<file path="src/rtl/traffic_pkg.sv">
// Shared phase encodings, lamp codes and default phase durations for the
// two-road intersection scheduler.
package traffic_pkg;

    typedef enum logic [2:0] {
        A_GREEN    = 3'd0,
        A_YELLOW   = 3'd1,
        ALLRED_AB  = 3'd2,
        B_GREEN    = 3'd3,
        B_YELLOW   = 3'd4,
        ALLRED_BA  = 3'd5,
        PED_WALK   = 3'd6,
        PH_ILLEGAL = 3'd7
    } phase_t;

    typedef enum logic [1:0] {
        LIGHT_R = 2'd0,
        LIGHT_Y = 2'd1,
        LIGHT_G = 2'd2
    } light_t;

    localparam int DEF_CNT_W     = 8;
    localparam int DEF_GREEN_MIN = 5;
    localparam int DEF_GREEN_MAX = 20;
    localparam int DEF_YELLOW_T  = 2;
    localparam int DEF_ALLRED_T  = 1;
    localparam int DEF_WALK_T    = 4;

    typedef struct packed {
        light_t road_a;
        light_t road_b;
        logic   walk;
    } lamp_set_t;

    // Anything not explicitly listed (including the illegal code) shows all-red.
    function automatic lamp_set_t phase_lamps(input phase_t ph);
        lamp_set_t ls;
        ls.road_a = LIGHT_R;
        ls.road_b = LIGHT_R;
        ls.walk   = 1'b0;
        case (ph)
            A_GREEN:  ls.road_a = LIGHT_G;
            A_YELLOW: ls.road_a = LIGHT_Y;
            B_GREEN:  ls.road_b = LIGHT_G;
            B_YELLOW: ls.road_b = LIGHT_Y;
            PED_WALK: ls.walk   = 1'b1;
            default:  ls.walk   = 1'b0;
        endcase
        return ls;
    endfunction

    function automatic logic dur_ok(input int d, input int w);
        return (d >= 1) && (d < (1 << w));
    endfunction

endpackage

</file>
<file path="src/rtl/phase_timer.sv">
// Tick-enabled phase counter with synchronous clear and optional hold at a limit.
module phase_timer #(
    parameter int CNT_W = 8
) (
    input  logic             clk,
    input  logic             rst,
    input  logic             tick,
    input  logic             clr,
    input  logic             sat_en,
    input  logic [CNT_W-1:0] limit,
    output logic [CNT_W-1:0] cnt
);

    logic [CNT_W-1:0] cnt_reg;
    logic [CNT_W-1:0] cnt_next;
    logic             at_limit;

    assign at_limit = sat_en && (cnt_reg == limit);

    // Clear is not tick-gated so a forced recovery also restarts the count.
    always_comb begin
        cnt_next = cnt_reg;
        if (clr) begin
            cnt_next = '0;
        end else if (tick && !at_limit) begin
            cnt_next = cnt_reg + CNT_W'(1);
        end
    end

    always_ff @(posedge clk) begin
        if (rst) begin
            cnt_reg <= '0;
        end else begin
            cnt_reg <= cnt_next;
        end
    end

    assign cnt = cnt_reg;

endmodule

</file>
<file path="src/rtl/traffic_phase_scheduler.sv">
// Two-road intersection phase sequencer with demand sensing, min/max green,
// all-red clearance and a latched pedestrian walk phase.
module traffic_phase_scheduler
    import traffic_pkg::*;
#(
    parameter int CNT_W     = DEF_CNT_W,
    parameter int GREEN_MIN = DEF_GREEN_MIN,
    parameter int GREEN_MAX = DEF_GREEN_MAX,
    parameter int YELLOW_T  = DEF_YELLOW_T,
    parameter int ALLRED_T  = DEF_ALLRED_T,
    parameter int WALK_T    = DEF_WALK_T
) (
    input  logic       clk,
    input  logic       rst,
    input  logic       tick,
    input  logic       sa,
    input  logic       sb,
    input  logic       ped_req,
    output logic       ped_ack,
    output logic       walk,
    output logic       Ra,
    output logic       Ya,
    output logic       Ga,
    output logic       Rb,
    output logic       Yb,
    output logic       Gb,
    output logic [1:0] light_a,
    output logic [1:0] light_b,
    output logic [2:0] phase
);

    generate
        if (!(GREEN_MIN >= 1 && GREEN_MIN <= GREEN_MAX && GREEN_MAX < (1 << CNT_W))
            || !dur_ok(YELLOW_T, CNT_W) || !dur_ok(ALLRED_T, CNT_W)
            || !dur_ok(WALK_T, CNT_W)) begin : g_bad_params
            $error("traffic_phase_scheduler: illegal duration parameters");
        end
    endgenerate

    localparam logic [CNT_W-1:0] GMIN_C = CNT_W'(GREEN_MIN - 1);
    localparam logic [CNT_W-1:0] GMAX_C = CNT_W'(GREEN_MAX - 1);
    localparam logic [CNT_W-1:0] YEL_C  = CNT_W'(YELLOW_T - 1);
    localparam logic [CNT_W-1:0] ARED_C = CNT_W'(ALLRED_T - 1);
    localparam logic [CNT_W-1:0] WALK_C = CNT_W'(WALK_T - 1);

    phase_t           state_reg;
    phase_t           state_next;
    logic             ped_pend_reg;
    logic             ped_pend_next;
    logic             ped_ack_reg;
    logic             state_change;
    logic             enter_walk;
    logic [CNT_W-1:0] cnt;

    // Only A_GREEN can rest indefinitely, so only it needs the counter held.
    phase_timer #(
        .CNT_W(CNT_W)
    ) u_timer (
        .clk    (clk),
        .rst    (rst),
        .tick   (tick),
        .clr    (state_change),
        .sat_en (state_reg == A_GREEN),
        .limit  (GMAX_C),
        .cnt    (cnt)
    );

    always_ff @(posedge clk) begin
        if (rst) begin
            state_reg    <= ALLRED_BA;
            ped_pend_reg <= 1'b0;
            ped_ack_reg  <= 1'b0;
        end else begin
            state_reg    <= state_next;
            ped_pend_reg <= ped_pend_next;
            ped_ack_reg  <= enter_walk;
        end
    end

    always_comb begin
        state_next = state_reg;
        if (state_reg == PH_ILLEGAL) begin
            state_next = ALLRED_BA;
        end else if (tick) begin
            case (state_reg)
                A_GREEN: begin
                    if (cnt >= GMIN_C && (sb || ped_pend_reg))
                        state_next = A_YELLOW;
                end
                A_YELLOW: begin
                    if (cnt == YEL_C)
                        state_next = ALLRED_AB;
                end
                ALLRED_AB: begin
                    if (cnt == ARED_C)
                        state_next = ped_pend_reg ? PED_WALK : B_GREEN;
                end
                B_GREEN: begin
                    if ((cnt >= GMIN_C && (!sb || sa || ped_pend_reg)) || cnt == GMAX_C)
                        state_next = B_YELLOW;
                end
                B_YELLOW: begin
                    if (cnt == YEL_C)
                        state_next = ALLRED_BA;
                end
                ALLRED_BA: begin
                    if (cnt == ARED_C)
                        state_next = A_GREEN;
                end
                PED_WALK: begin
                    if (cnt == WALK_C)
                        state_next = sb ? B_GREEN : A_GREEN;
                end
                default: state_next = ALLRED_BA;
            endcase
        end
    end

    assign state_change = (state_next != state_reg);
    assign enter_walk   = (state_next == PED_WALK) && (state_reg != PED_WALK);

    // Entering the walk phase consumes the request even if ped_req is still high.
    always_comb begin
        ped_pend_next = ped_pend_reg;
        if (enter_walk) begin
            ped_pend_next = 1'b0;
        end else if (ped_req && state_reg != PED_WALK) begin
            ped_pend_next = 1'b1;
        end
    end

    lamp_set_t  lamps;
    logic [1:0] road_code [2];
    logic [1:0] lamp_r;
    logic [1:0] lamp_y;
    logic [1:0] lamp_g;

    always_comb begin
        lamps        = phase_lamps(state_reg);
        road_code[0] = lamps.road_a;
        road_code[1] = lamps.road_b;
    end

    genvar gi;
    generate
        for (gi = 0; gi < 2; gi++) begin : g_road
            assign lamp_r[gi] = (road_code[gi] == LIGHT_R);
            assign lamp_y[gi] = (road_code[gi] == LIGHT_Y);
            assign lamp_g[gi] = (road_code[gi] == LIGHT_G);
        end
    endgenerate

    assign Ra      = lamp_r[0];
    assign Ya      = lamp_y[0];
    assign Ga      = lamp_g[0];
    assign Rb      = lamp_r[1];
    assign Yb      = lamp_y[1];
    assign Gb      = lamp_g[1];
    assign light_a = road_code[0];
    assign light_b = road_code[1];
    assign walk    = lamps.walk;
    assign ped_ack = ped_ack_reg;
    assign phase   = state_reg;

endmodule

</file>
<file path="config.mk">
export PLATFORM = sky130hd
export DESIGN_NAME = traffic_phase_scheduler
export DESIGN_NICKNAME = d
export VERILOG_FILES = /design/src/rtl/traffic_pkg.sv /design/src/rtl/phase_timer.sv /design/src/rtl/traffic_phase_scheduler.sv
export SDC_FILE = /design/constraint.sdc
export NUM_CORES = 1
export LEC_CHECK = 0
export CAP_MARGIN = 20
export CORE_MARGIN = 2
export CORE_UTILIZATION = 45
export DETAILED_ROUTE_END_ITERATION = 6
export PLACE_DENSITY = 0.71
export SYNTH_ARGS = -nofsm -noshare
export SYNTH_HDL_FRONTEND = slang
export SYNTH_HIERARCHICAL = 1
export SYNTH_SLANG_ARGS = --single-unit
</file>
<file path="constraint.sdc">
create_clock -name clk -period 2.8 [get_ports clk]
set_clock_uncertainty 0.1 [all_clocks]
set_input_delay 0.28 -clock clk [delete_from_list [all_inputs] [get_ports clk]]
set_output_delay 0.28 -clock clk [all_outputs]
set_load 0.02 [all_outputs]
</file>
==> summary.md <==
| Metric | Value |
|---|---|
| CTS clock-pin slew for the worst setup and hold paths | `0.09 ns` |
| DRC viols | `0` |
| Vias per inst | `5.79` |
| Antenna violations before repair | `0` |
| Proportion of layout cells with a drive suffix above 1 | `approximately a fifth` |
| R2R cell count | `7` |
| CTS root buf | `clkbuf_4` |
| GRT Total Usage | `21.3%` |
| Total power | `0.000590 W` |
| Final WS setup | `0.201 ns` |
| Pin count of the biggest net entering global routing | `19` |
| NetSw | `0.000225 W` |
| Clock share of power | `between 20% and 30%` |
| WL met2 | `1220 µm` |
| Reg2reg setup slack | `0.20 ns` |
| Main synth FF type | `dfxtp_1` |
| Largest fanout on the critical path | `9` |
| Critical path arrival | `2.71 ns` |
| Clock sinks | `13` |
| Initial core utilization | `48.2%` |
| Setup TNS | `0 ns` |
| Max Slew Vio Count | `0` |
| Fill count | `212` |
| Achievable Freq | `0.385 GHz` |
| Min cycle time layout | `roughly 2.6 ns` |
| Post-layout util | `62.5%` |
| Async SR Flop Fraction | `0%` |
| Met3 WL | `184 µm` |
| Finished Cell Area | `~1400 µm²` |
| Final nets | `around 180` |
| Fin crit share | `92.8%` |
| Actual slew at the worst max-slew pin | `0.698 ns` |
| Die area | `2830 µm²` |
| Routed Antenna Nets | `0` |
| Antenna Cells | `0` |
| Slowest-stage cell, CP | `nor4_1` |
| Row count | `17` |
| Synth Instances | `137` |
| M1 WL | `1280 µm` |
| Final hold viol count | `0` |
| Top-count cell post-synth | `dfxtp_1` |
| Crit path kind | `flip-flop to flip-flop` |
| Mapped cell area | `about 1100 µm²` |
| Slowest Stage Delay on Critical Path | `~0.47 ns` |
| CP Capture Type | `flip-flop` |
| Routed vias | `1147` |
| Largest area contributor in the synthesized netlist | `dfxtp_1` |
| Worst slack, placed | `0.121 ns` |
| DR top layer | `met4` |
| RSZ-0062 raised after global routing | `false` |
| I/O Pins | `21` |
| Largest register FFs | `8` |
| Detailed Route WL | `roughly 2700 µm` |
| HPWL after DPL | `2060 µm` |
| Number of buffers created by CTS | `3` |
| Avg Synthesized Cell Area | `approximately 7.9 µm²` |
| CTS tree | `done` |
| Commonest cells in the netlist | `dfxtp_1 (13), nor2_1 (12), nand2_1 (11)` |
| Max_cap viols | `0` |
| Pwr Density | `roughly 420 nW/µm²` |
| Post-cts resize count | `0` |
| Clk_lat worst skew | `between 0.2 and 0.3 ns` |
| Post-synth EDFFs | `0` |
| WL per Instance | `roughly 14 µm` |
| Overflow left after global routing | `0` |
| First-pass GRT wire length | `4380 µm` |
| Final setup viols | `0` |
| Top cells by area, synth | `dfxtp_1 (24%), xnor2_1 (6.4%), nor2_1 (4.1%), nand2_1 (3.8%), a21oi_1 (3.7%)` |
| Gate power share | `43.5%` |
| Max H-tree Level | `1` |
| Max clock buf depth | `2` |
| Hold depth | `2` |
| Yosys Warn Count | `6` |
| Crit-path cells | `nor4_1, a211oi_1, or3_1, o21ai_1, o2111ai_1, or2_2, a21oi_1` |
| DR pass1 iterations | `4` |
| Core Area | `2250 µm²` |
| # port buffers | `20` |
| GPL Wtd Cong | `0.937` |
| LEAKAGE | `0.499 nW` |
| Switch share | `38.1%` |
| Post-synth top area share | `about a quarter` |
| Max-slew headroom | `53.1%` |
| Status | `completed` |
| DIE WIDTH | `between 50 and 60 µm` |
| Synth cell types | `51` |
| Type of the worst min-delay path | `flip-flop to flip-flop` |
| Vias in the first global route | `978` |
| Area grow syn2layout | `29.7%` |
| 1st-iter DRT viols | `between 60 and 70` |
| Die Height | `about 53 µm` |
| Worst VDD drop | `0.274 mV` |
| CP required | `between 2 and 3 ns` |
| Reg power frac | `between 30% and 40%` |
| Worst setup SP type | `flip-flop` |
| Yosys reg bits | `13` |
| Post-synthesis sequential area ratio | `between 20% and 30%` |
| Int Power | `around 0.00036 W` |
| Placed Area | `1370 µm²` |
| Hold buffers post-CTS | `0` |
[placed cells by master, fill, tap and decap left out, drive strengths merged, types with 3 or more instances in the layout]
master and count:
nand4 5, clkbuf 3, a21oi 8, dfxtp 13, conb 8, o31ai 4, nor2 12, nor3 5
or3 7, inv 5, xnor2 8, o21ai 9, nand3 4, clkdlybuf4s50 20, nand2 13, buf 9
nor4 3
[power by group through the flow]
| stage | Clock (W) | Combinational, W | Sequential, W |
|---|---|---|---|
| 2_1_floorplan | 0 | 0.000161 | 0.000222 |
| 3_3_place_gp | 0 | 0.000253 | 0.000217 |
| 3_5_place_dp | 0 | 0.000254 | 0.000217 |
| 4_1_cts | 0.000124 | 0.000255 | 0.000213 |
| 5_1_grt | 0.000130 | 0.000279 | 0.000215 |
| 6_report | 0.000120 | 0.000257 | 0.000213 |
[critical path: cells and delay by family, from the launching register on]
family	cells	cell delay (ns)
simple gates	3	1.23
flops	1	0.40
compound gates	4	0.79
[through the flow]
stage,hold WS [ns],cells
after floorplan,0.249,143
after global placement,0.463,192
after detailed placement,0.476,192
after CTS,0.493,196
after global routing,0.536,198
final,0.494,198
[routing by layer]
layer / GRT usage [%] / vias up
li1: - / 573
met1: 29.9 / 521
met2: 31.9 / 48
met3: 2.54 / 5
met4: 10.3 / 0
met5: 0 / -
[logic make-up (layout without fill, tap and decap cells)]
kind of cell,Yosys count,after routing,share of synthesized area [%]
adders and majority gates,1,1,1.15
other,2,8,0.691
xor gates and xnor gates,9,9,7.25
and+or+nand+nor,64,64,35.7
muxes,2,2,2.30
buffers and inverters,11,38,4.49
DFF,13,13,23.9
AOI/OAI and AO/OA,35,35,24.5
[layout make-up]
cell class	instances	area, µm²	area share [%]
well taps	28	35.0	2.48
flip-flops and latches	13	260	18.5
clock inverters	1	5.00	0.355
repair buffers	29	268	19.0
clock buffers	3	22.5	1.60
inverters	5	18.8	1.33
multi-input cells	119	801	56.8
[repair_timing]
item	CTS	global route
setup endpoints to repair	0	8
hold endpoints to repair	0	0
setup buffers	0	2
[path summary, 6_finish.rpt]
kind                   from             end
max          u_timer/cnt[1]  u_timer/cnt[2]
min          u_timer/cnt[7]  u_timer/cnt[7]
max reg2reg  u_timer/cnt[1]  u_timer/cnt[2]
min reg2reg  u_timer/cnt[7]  u_timer/cnt[7]
(Power assumes the default switching activity.)
